===== src/rtl/ex_div_unit.sv =====
// ex_div_unit: iterative restoring divider for the EX stage, {remainder, quotient} result.
// Signed DIV support is built only when DIV_SIGNED_EN is defined; otherwise every divide is unsigned.
module ex_div_unit #(
  parameter int DATA_W = 32
) (
  input  logic                  clk,
  input  logic                  rst,
  input  logic                  div_start_i,
  input  logic                  div_annul_i,
  input  logic                  signed_i,
  input  logic [DATA_W-1:0]     opdata1_i,
  input  logic [DATA_W-1:0]     opdata2_i,
  output logic [2*DATA_W-1:0]   result_o,
  output logic                  ready_o,
  output logic                  stallreq_o
);
  localparam int CW = $clog2(DATA_W + 1);
  typedef enum logic [1:0] {S_IDLE, S_DIVZERO, S_ON, S_END} state_e;
  state_e                state_q, state_d;
  logic [CW-1:0]         cnt_q, cnt_d;
  logic [2*DATA_W:0]     dividend_q, dividend_d, shifted, step;
  logic [DATA_W-1:0]     divisor_q, divisor_d, op1_abs, op2_abs, quo, rem;
  logic [DATA_W:0]       diff;
  logic                  ge, neg1, neg2, negq_q, negq_d, negr_q, negr_d;
  logic [2*DATA_W-1:0]   result_q, result_d;
  logic                  ready_q, ready_d;
  logic                  unused_top;
`ifdef DIV_SIGNED_EN
  assign neg1    = signed_i & opdata1_i[DATA_W-1];
  assign neg2    = signed_i & opdata2_i[DATA_W-1];
  assign op1_abs = neg1 ? -opdata1_i : opdata1_i;
  assign op2_abs = neg2 ? -opdata2_i : opdata2_i;
  assign quo     = negq_q ? -step[DATA_W-1:0] : step[DATA_W-1:0];
  assign rem     = negr_q ? -step[2*DATA_W-1:DATA_W] : step[2*DATA_W-1:DATA_W];
`else
  logic unused_sign;
  assign neg1        = 1'b0;
  assign neg2        = 1'b0;
  assign op1_abs     = opdata1_i;
  assign op2_abs     = opdata2_i;
  assign quo         = step[DATA_W-1:0];
  assign rem         = step[2*DATA_W-1:DATA_W];
  assign unused_sign = ^{signed_i, negq_q, negr_q};
`endif
  // Partial remainder stays below the divisor, so the top bit never survives a shift.
  assign unused_top = dividend_q[2*DATA_W];
  assign shifted    = {dividend_q[2*DATA_W-1:0], 1'b0};
  assign diff       = shifted[2*DATA_W:DATA_W] - {1'b0, divisor_q};
  assign ge         = shifted[2*DATA_W:DATA_W] >= {1'b0, divisor_q};
  assign step       = ge ? {diff, shifted[DATA_W-1:1], 1'b1} : shifted;
  always_comb begin
    state_d    = state_q;
    cnt_d      = cnt_q;
    dividend_d = dividend_q;
    divisor_d  = divisor_q;
    negq_d     = negq_q;
    negr_d     = negr_q;
    result_d   = result_q;
    ready_d    = ready_q;
    case (state_q)
      S_IDLE: if (div_start_i && !div_annul_i) begin
        state_d    = (opdata2_i == '0) ? S_DIVZERO : S_ON;
        cnt_d      = '0;
        dividend_d = {{(DATA_W+1){1'b0}}, op1_abs};
        divisor_d  = op2_abs;
        negq_d     = neg1 ^ neg2;
        negr_d     = neg1;
      end
      S_DIVZERO: begin
        state_d  = div_annul_i ? S_IDLE : S_END;
        ready_d  = !div_annul_i;
        result_d = '0;
      end
      S_ON: if (div_annul_i) begin
        state_d  = S_IDLE;
        ready_d  = 1'b0;
        result_d = '0;
      end else begin
        dividend_d = step;
        cnt_d      = cnt_q + CW'(1);
        if (cnt_q == CW'(DATA_W - 1)) begin
          state_d  = S_END;
          ready_d  = 1'b1;
          result_d = {rem, quo};
        end
      end
      default: if (div_annul_i || !div_start_i) begin
        state_d  = S_IDLE;
        ready_d  = 1'b0;
        result_d = '0;
      end
    endcase
  end
  always_ff @(posedge clk) begin
    if (rst) begin
      state_q    <= S_IDLE;
      cnt_q      <= '0;
      dividend_q <= '0;
      divisor_q  <= '0;
      negq_q     <= 1'b0;
      negr_q     <= 1'b0;
      result_q   <= '0;
      ready_q    <= 1'b0;
    end else begin
      state_q    <= state_d;
      cnt_q      <= cnt_d;
      dividend_q <= dividend_d;
      divisor_q  <= divisor_d;
      negq_q     <= negq_d;
      negr_q     <= negr_d;
      result_q   <= result_d;
      ready_q    <= ready_d;
    end
  end
  assign result_o   = result_q;
  assign ready_o    = ready_q;
  assign stallreq_o = div_start_i & ~ready_q & ~div_annul_i & ~rst;
endmodule


===== config.mk =====
export PLATFORM = sky130hd
export DESIGN_NAME = ex_div_unit
export DESIGN_NICKNAME = d
export VERILOG_FILES = /design/src/rtl/ex_div_unit.sv
export SDC_FILE = /design/constraint.sdc
export NUM_CORES = 1
export LEC_CHECK = 0
export ABC_AREA = 1
export CAP_MARGIN = 15
export CORE_ASPECT_RATIO = 1.2
export CORE_MARGIN = 3
export CORE_UTILIZATION = 25
export DETAILED_ROUTE_END_ITERATION = 10
export PLACE_DENSITY = 0.42
export SYNTH_ARGS = -nofsm -noshare
export SYNTH_HDL_FRONTEND = slang
export SYNTH_SLANG_ARGS = --single-unit

===== constraint.sdc =====
create_clock -name clk -period 2.3 [get_ports clk]
set_clock_uncertainty 0.15 [all_clocks]
set_input_delay 0.23 -clock clk [delete_from_list [all_inputs] [get_ports clk]]
set_output_delay 0.23 -clock clk [all_outputs]
set_load 0.02 [all_outputs]

==> reports/results.ini, run 1 <==
[global_route]
first_global_vias=9788
overflow=0
grt.total_usage=0.163
antenna_found_initial=0
grt_max_degree=66
grt_pass1_wl_um=51500

[layout]
most-common-layout-cells=418 x nand2_1, 143 x dfxtp_1, 142 x a21oi_1
antenna_cells=0
num-fill-cells=3948
layout-drive-gt1-share=0.224
final_common_cell=nand2_1
area_growth_pct=44.3
layout.cells.non_filler=2130
layout.nets=1750

[timing]
timing.final.crit_share=0.959
tns_ns=0
fmax_mhz=454
layout_min_cycle_time_ns=2.20
rsz0062_at_grt=yes
slew_headroom=0.470
worst_pin_slew_ns=0.794
worst_slack_ns=0.0952
timing.hold.ws_ns=0.188
drv_slew=0
hold_viol_final=0
setup_viol=0

[die]
start_util=0.254
core_mm2=0.0371
die_w_um=183
design.die.area_mm2=0.0401
die_h_um=219
fp-row-count=77
io_pins=135

[routing]
met1_length_um=14000
ant_nets=0
wl_met2_um=16200
drt-pass1-iter-count=5
vias_per_cell=4.54
drt_iter0_drc=432
wl_per_cell_um=15.3
drc=0
wl_met3_um=1630
drt_wl_total_um=32600
dr.max_layer_used=met4
via_count=9670

[place]
placed_cells=2092
dp_hpwl_um=24100
place_ws_ns=-0.136
port_buffers=133
gp_congestion=0.875

[cts]
clockBufferDepth=2
clk_latency_ns=0.46
cts.reportedPaths.clkPinSlew_ns=0.07
cts_buffers=17
htreeDepth=4
clk_root_buffer_cell=clkbuf_16
hold_buffers=0
clkSinkCount=169
cts_tree=done

[worst_setup_path]
cp_num_buf_inv=2
start_kind=flip-flop
endpoint_kind=flip-flop
cp_cell_sequence=inv_1 -> ha_4 -> nand2_1 -> nor2_4 -> nand2_1 -> nor2_2 -> nand2_1 -> nand2_2 -> nor2_4 -> nand2_8 -> buf_12 -> nand3_2 -> nand3_1 -> a21oi_1
critPathRequiredTime_ns=2.45
crit_arrival_ns=2.36
path_common_cell=nand2_1
slowest_stage=dfxtp_1
crit_path_max_fanout=6
path_delay_family=simple AND/OR/NAND/NOR gates
setup.worst_path.class=flip-flop to flip-flop
max_stage_delay_ns=0.31

[power]
power.total_mw=9.69
peakVddDrop_mv=0.542
p_leak_nw=5.65
p_per_area_mw_per_mm2=712

[min_path]
min_path_type=primary input to flip-flop

[yosys]
syn_avg_cell_area_um2=6.66
synth.yosys.seq_area_share=0.359
yosys_warnings=0
synth.ff_latch_count=169
synth_nets=1524
syn_inst=1417
synth.distinct_cells=38
synth.cell_area_mm2=0.00943

[run]
max-cap-violations=0

[run_status]
run_status=finished, final reports clean

power by group:
| part | total (mW) | switching [mW] | internal, mW |
|---|---|---|---|
| Sequential | 3.30 | 0.139 | 3.16 |
| Combinational | 3.57 | 2.10 | 1.47 |
| Clock | 2.83 | 1.40 | 1.43 |
| Total | 9.69 | 3.64 | 6.05 |
cells by family (layout without fill, tap and decap cells):
group,Yosys count,in the layout,synth area share
and+or+nand+nor,696,696,0.325
xor gates and xnor gates,16,16,0.0149
AOI/OAI and AO/OA,263,263,0.147
DFF,169,169,0.359
adders and majority gates,38,38,0.0512
buffers and inverters,235,474,0.103
worst min-delay path, cell delays in order:
cell	delay, ns
clkdlybuf4s50_1	0.39
nand2_1	0.06
a31oi_1	0.07
cells in the mapped netlist, drive strengths merged:
master,n,area [um2]
a21o,2,15.0
nor3,14,85.1
buf,30,204
a31oi,33,206
dfxtp,169,3380
or3,1,6.26
nand3b,31,233
nand4,9,56.3
nor4,8,50.1
xnor2,13,114
xor2,3,26.3
o21bai,1,7.51
a211oi,1,7.51
nor3b,1,7.51
clkinv,1,3.75
fa,1,20.0
clkbuf,37,139
nor2,50,208
inv,167,627
and2,8,50.1
o21ai,70,350
nand3,109,591
or2,1,6.26
o311ai,1,16.3
ha,37,463
a21oi,155,783
nand2,464,1770
final cells by class:
class,count,area [um2],area share
sequential,169,3420,0.251
tap,474,593,0.0436
clock buffer,17,425,0.0312
clock inverter,15,134,0.00983
timing repair buffer,274,2560,0.188
inverter,168,631,0.0463
multi-input combinational,1013,5860,0.430
state kept, by name, summed over array words and instances, names as in the netlist:
name / flops
result_o: 64
state_q: 2
cnt_q: 6
divisor_q: 32
ready_o: 1
dividend_q: 64
repair_timing:
item,in CTS,in global routing
gates cloned,0,1
buffers inserted,1,4
gates resized for setup,26,174
pin swaps,3,22
setup endpoints to repair,64,68
worst paths after layout:
kind / start / end / slack (ns) / cells after the start
worst max-delay path: divisor_q[22] / result_o[53] / 0.1 / 14
worst max register to register: divisor_q[22] / result_o[53] / 0.1 / 14
worst min-delay path: opdata1_i[13] / dividend_q[13] / 0.19 / 3
worst min register to register: result_o[58] / result_o[58] / 0.31 / 2
through the flow:
stage,utilization,instance area (um2)
floorplan,-,9430
global placement,0.328,12200
detailed placement,0.328,12200
CTS,0.347,12900
global route,0.367,13600
finish,0.367,13600
metal layers:
metal  global-route usage  vias up
li1                     -     5039
met1                0.189     4408
met2                0.289      178
met3               0.0419       45
met4               0.0602        0
met5                    0        -
No activity file was read; power rests on OpenSTA's default activity.
==> run 2, diff against run 1 <==
--- a/config.mk
+++ b/config.mk
@@ -11,6 +11,7 @@
 export CORE_MARGIN = 3
 export CORE_UTILIZATION = 25
 export DETAILED_ROUTE_END_ITERATION = 10
+export GPL_ROUTABILITY_DRIVEN = 1
 export PLACE_DENSITY = 0.42
 export SYNTH_ARGS = -nofsm -noshare
 export SYNTH_HDL_FRONTEND = slang
==> results of run 2 <==
No change in the layout: final DEF, timing and power equal those of run 1.
